### src/rtl/sign_narrow_pkg.sv
// sign_narrow_pkg: shared narrow-store widths, result type and skid buffer state encoding
package sign_narrow_pkg;
   localparam int DATA_W   = 64;
   localparam int NARROW_B = 8;
   localparam int NARROW_H = 16;
   localparam int NARROW_W = 32;
   typedef struct packed {
      logic [DATA_W-2:0] data;
      logic              ovf;
   } narrow_res_t;
   typedef enum logic [1:0] {EMPTY, ONE, TWO} skid_state_t;
endpackage

### src/rtl/skid_buffer.sv
// skid_buffer: generic 2-entry valid/ready stage, in_ready decoded from registered state only
module skid_buffer
   import sign_narrow_pkg::*;
#(
   parameter int WIDTH = 8
) (
   input  logic             clk,
   input  logic             reset_n,
   input  logic             in_valid,
   output logic             in_ready,
   input  logic [WIDTH-1:0] in_data,
   output logic             out_valid,
   input  logic             out_ready,
   output logic [WIDTH-1:0] out_data
);
   skid_state_t      state;
   logic [WIDTH-1:0] skid;
   logic             acc, cons;
   assign in_ready  = state != TWO;
   assign out_valid = state != EMPTY;
   assign acc       = in_valid & in_ready;
   assign cons      = out_valid & out_ready;
   always_ff @(posedge clk or negedge reset_n) begin
      if (!reset_n) begin
         state    <= EMPTY;
         out_data <= '0;
         skid     <= '0;
      end else begin
         case (state)
            EMPTY: if (acc) begin
               out_data <= in_data;
               state    <= ONE;
            end
            ONE: begin
               if (acc & cons) out_data <= in_data;
               else if (acc) begin
                  skid  <= in_data;
                  state <= TWO;
               end else if (cons) state <= EMPTY;
            end
            TWO: if (cons) begin
               out_data <= skid;
               state    <= ONE;
            end
            default: state <= EMPTY;
         endcase
      end
   end
endmodule

### src/rtl/sign_narrow.sv
// sign_narrow: narrows a signed 64-bit value to OUT_WIDTH bits with wrap/saturate and overflow stats
module sign_narrow
   import sign_narrow_pkg::*;
#(
   parameter int OUT_WIDTH   = NARROW_W,
   parameter int COUNT_WIDTH = 16
) (
   input  logic                   clk,
   input  logic                   reset_n,
   input  logic                   in_valid,
   output logic                   in_ready,
   input  logic [DATA_W-1:0]      in_data,
   input  logic                   in_sat,
   output logic                   out_valid,
   input  logic                   out_ready,
   output logic [OUT_WIDTH-1:0]   out_data,
   output logic                   out_ovf,
   output logic                   ovf_sticky,
   output logic [COUNT_WIDTH-1:0] ovf_count,
   input  logic                   stat_clr
);
   logic [DATA_W-OUT_WIDTH:0] top_bits;
   logic [OUT_WIDTH-1:0]      narrow;
   logic                      ovf, acc_ovf;
   // value fits only when every bit from the new sign position upward is a copy of the sign
   assign top_bits = in_data[DATA_W-1:OUT_WIDTH-1];
   assign ovf      = ~(&top_bits | ~|top_bits);
   assign narrow   = in_sat & ovf ? {in_data[DATA_W-1], {(OUT_WIDTH-1){~in_data[DATA_W-1]}}}
                                  : in_data[OUT_WIDTH-1:0];
   assign acc_ovf  = in_valid & in_ready & ovf;
   skid_buffer #(.WIDTH(OUT_WIDTH + 1)) u_skid (
      .clk       (clk),
      .reset_n   (reset_n),
      .in_valid  (in_valid),
      .in_ready  (in_ready),
      .in_data   ({ovf, narrow}),
      .out_valid (out_valid),
      .out_ready (out_ready),
      .out_data  ({out_ovf, out_data})
   );
   // a clear coinciding with a new event keeps that event
   always_ff @(posedge clk or negedge reset_n) begin
      if (!reset_n) begin
         ovf_sticky <= 1'b0;
         ovf_count  <= '0;
      end else if (stat_clr) begin
         ovf_sticky <= acc_ovf;
         ovf_count  <= acc_ovf ? COUNT_WIDTH'(1) : '0;
      end else if (acc_ovf) begin
         ovf_sticky <= 1'b1;
         ovf_count  <= &ovf_count ? ovf_count : ovf_count + 1'b1;
      end
   end
endmodule
### config.mk
export PLATFORM = sky130hd
export DESIGN_NAME = sign_narrow
export DESIGN_NICKNAME = d
export VERILOG_FILES = /design/src/rtl/sign_narrow_pkg.sv /design/src/rtl/skid_buffer.sv /design/src/rtl/sign_narrow.sv
export SDC_FILE = /design/constraint.sdc
export NUM_CORES = 1
export LEC_CHECK = 0
export CAP_MARGIN = 20
export CORE_MARGIN = 2
export CORE_UTILIZATION = 49
export CTS_CLUSTER_SIZE = 20
export DETAILED_ROUTE_END_ITERATION = 12
export PLACE_DENSITY = 0.79
export SLEW_MARGIN = 20
export SYNTH_ARGS = -nofsm -noshare
export SYNTH_HDL_FRONTEND = slang
export SYNTH_SLANG_ARGS = --single-unit
### constraint.sdc
create_clock -name clk -period 2.46 [get_ports clk]
set_clock_uncertainty 0.2 [all_clocks]
set_input_delay 0.246 -clock clk [delete_from_list [all_inputs] [get_ports clk]]
set_output_delay 0.246 -clock clk [all_outputs]
set_load 0.02 [all_outputs]
==> flow_metrics.py <==
metrics = {
    "worst_setup_path": {
        "crit_fanout": 5,
        "end_kind": "flop",
        "cp.required_ps": 2500,
        "crit_type": "reg -> reg",
        "arrival_ps": 2340,
        "crit_chain": "ha_1 > nand2_1 > or3_1 > nor4_1 > mux2_2",
        "r2r_slack_ps": 160,
        "cp-start-kind": "flop",
        "slowest_stage": "dfrtp_1",
        "cpPeakStageDelay_ps": 420,
    },
    "die": {
        "coreArea_um2": 9153,
        "start_util": 0.4988,
        "core.rowCount": 35,
        "die-width_um": 100.5,
        "die_h_um": 100.5,
        "boundaryPins": 122,
        "die-area_um2": 10110,
    },
    "grt": {
        "grt_overflow": 0,
        "grt_max_degree": 52,
        "grt_pass1_vias": 4446,
        "grtUsageTotal": 0.2559,
        "grt_antenna_before_repair": 0,
        "grt_pass1_wl_um": 20760,
    },
    "clocking": {
        "insertion_delay_ps": 350,
        "post_cts_buffers": 0,
        "h-tree-depth": 3,
        "cts-root-buf": "clkbuf_8",
        "tritoncts": "done",
        "cts_sinks": 85,
        "clock_path_buffers": 2,
        "numCtsBuffers": 9,
        "path_clk_slew_ps": 90,
    },
    "synthesis": {
        "ys_top_cells_by_area": "dfrtp_1 47%, nor2_1 9.0%, a21oi_1 7.7%",
        "synth_area_um2": 4566,
        "synth_top_family_by_area": "compound AO/OA/AOI/OAI gates",
        "synth_area_leader_cell": "dfrtp_1",
        "yosys-mux-area-fraction": 0.02439,
        "ys_warn_count": 0,
        "synth_ff_type": "dfrtp_1",
        "synth-simple-area-share": 0.2159,
        "ys_ff_latch": 85,
        "ys_seq_area_frac": 0.4659,
        "synth_nets": 595,
        "synth_cell_type_count": 51,
        "synth.avg_cell_area_um2": 8.713,
        "synth_edf_count": 0,
        "synth_cells": 524,
        "synthXorXnorAreaFrac": 0,
        "synth_top_area_frac": 0.4659,
        "synth_fa_ha_area_frac": 0.002740,
        "synth_compound_area_frac": 0.2225,
        "async_reset_ff_frac": 1.000,
    },
    "timing": {
        "slew_viol_final": 0,
        "tns_ps": 0,
        "max_freq_ghz": 0.4348,
        "holdWs_ps": 252.1,
        "setup_viol": 0,
        "grt_setup_unrepaired": "no",
        "timing.final.crit_share": 0.9350,
        "finalHoldViolCount": 0,
        "period_minus_slack_ps": 2300,
        "tightest_slew_ps": 675.0,
        "max_slew_margin": 0.5500,
    },
    "placed_design": {
        "port_buffers": 121,
        "dp.cells": 751,
        "placed_area_um2": 6083,
        "gp_congestion": 0.9118,
        "place_hpwl_um": 8720,
    },
    "cells_and_area": {
        "layout-drive-gt1-share": 0.1098,
        "syn2layout_area_growth_pct": 37.79,
        "fin_nets": 723,
        "final_common_cell": "clkdlybuf4s50_1",
        "postLayoutCellArea_um2": 6291,
        "diodes": 0,
        "stdcell_count": 767,
        "final_cell_mix": "120 x clkdlybuf4s50_1, 110 x nor2_1, 85 x dfrtp_1, 69 x a21oi_1, 36 x o31ai_1",
    },
    "power": {
        "power.density_nw_per_um2": 736.3,
        "power_mw": 4.632,
        "total_leakage_power_nw": 2.634,
        "vdd.ir_drop.worst_mv": 0.4017,
    },
    "detailed_routing": {
        "vias": 4449,
        "dr.pass1.iters": 6,
        "post-route-drc-count": 0,
        "avgViaCountPerCell": 5.801,
        "wl_per_cell_um": 16.15,
        "final_antenna_net_count": 0,
        "initialDrtViolationCount": 213,
        "drt_wl_total_um": 12390,
    },
    "status": {
        "status": "completed",
    },
    "min_path": {
        "hp-class": "in -> async",
    },
    "flow_run": {
        "cap_violations": 0,
    },
}
-- synth_stat cells (2+ instances only) --
| cell | instances |
|---|---|
| nor2_1 | 110 |
| dfrtp_1 | 85 |
| a21oi_1 | 70 |
| o31ai_1 | 36 |
| inv_1 | 34 |
| a211oi_1 | 31 |
| clkbuf_1 | 22 |
| nand2_1 | 16 |
| nand4_1 | 15 |
| nor2b_1 | 11 |
| nor4_1 | 11 |
| buf_2 | 9 |
| mux2_1 | 6 |
| nand3_1 | 5 |
| o21ai_0 | 5 |
| buf_4 | 4 |
| nor3_1 | 4 |
| nor4_2 | 4 |
| or3_1 | 4 |
| or4_1 | 4 |
| mux2_2 | 3 |
| and3_1 | 2 |
| buf_1 | 2 |
| nand2b_1 | 2 |
| nand4_2 | 2 |
| or2_2 | 2 |
-- power breakdown --
group	switching (mW)	leakage [nW]	total, mW	internal [mW]
logic	0.820	1.53	1.59	0.773
clock network	0.521	0.0895	0.993	0.472
registers	0.239	1.02	2.05	1.81
total	1.58	2.63	4.63	3.05
-- sequential cells by signal (all words and copies together) (netlist names) --
| register | flops |
|---|---|
| ovf_count | 16 |
| u_skid.state | 2 |
| ovf_sticky | 1 |
| u_skid.skid | 33 |
| u_skid.out_data | 33 |
-- metrics by stage --
| stage | worst slack, ps | utilization |
|---|---|---|
| 4_1_cts | 108.5 | 0.6872 |
| 5_1_grt | 51.70 | 0.6874 |
| 3_3_place_gp | -64.14 | 0.6647 |
| 3_5_place_dp | -108.9 | 0.6647 |
| 2_1_floorplan | 296.3 | - |
| 6_report | 160.0 | 0.6874 |
-- what timing repair did --
action,4_1_cts,5_1_grt
hold buffers,1,0
setup endpoints to repair,0,2
gates resized for setup,0,1
hold endpoints to repair,49,0
-- critical path, delay by kind of cell, from the launching register on --
kind | cells | cell delay, ps
AND/OR/NAND/NOR | 3 | 890
flip-flops | 1 | 420
multiplexers | 1 | 380
adder cells (fa/ha/maj) | 1 | 300
-- cell families (layout without fill, tap and decap cells) --
| family | after synthesis | in the layout |
|---|---|---|
| and+or+nand+nor | 199 | 199 |
| adders and majority gates | 1 | 1 |
| buffers and inverters | 74 | 206 |
| AOI/OAI and AO/OA | 155 | 155 |
| muxes | 10 | 10 |
| DFF | 85 | 85 |
-- path summary, 6_finish.rpt --
kind	from	to	cells after the start
min in group clk	in_data[21]	u_skid.out_data[21]$_DFFE_PN0P_	3
min reg2reg	u_skid.skid[32]$_DFFE_PN0P_	u_skid.skid[32]$_DFFE_PN0P_	2
max reg2reg	ovf_count[0]$_DFFE_PN0P_	ovf_count[12]$_DFFE_PN0P_	5
max in group asynchronous	reset_n	u_skid.out_data[19]$_DFFE_PN0P_	3
min	reset_n	u_skid.out_data[7]$_DFFE_PN0P_	2
max	ovf_count[0]$_DFFE_PN0P_	ovf_count[12]$_DFFE_PN0P_	5
-- layout make-up --
type	count	area (µm²)
clock buffers	9	123.9
clock inverters	6	72.57
fillers	738	2861
inverters	35	131.4
multi-input cells	365	2148
flip-flops and latches	85	2127
well taps	111	138.9
repair buffers	156	1549
-- metal layers --
layer	wire [µm]	GRT usage	part of all wire
met2	6339	0.4466	0.51
met4	279	0.08535	0.023
met1	5048	0.3189	0.41
met5	0	0	0
met3	722	0.04993	0.058
No activity file was read; power rests on OpenSTA's default activity.
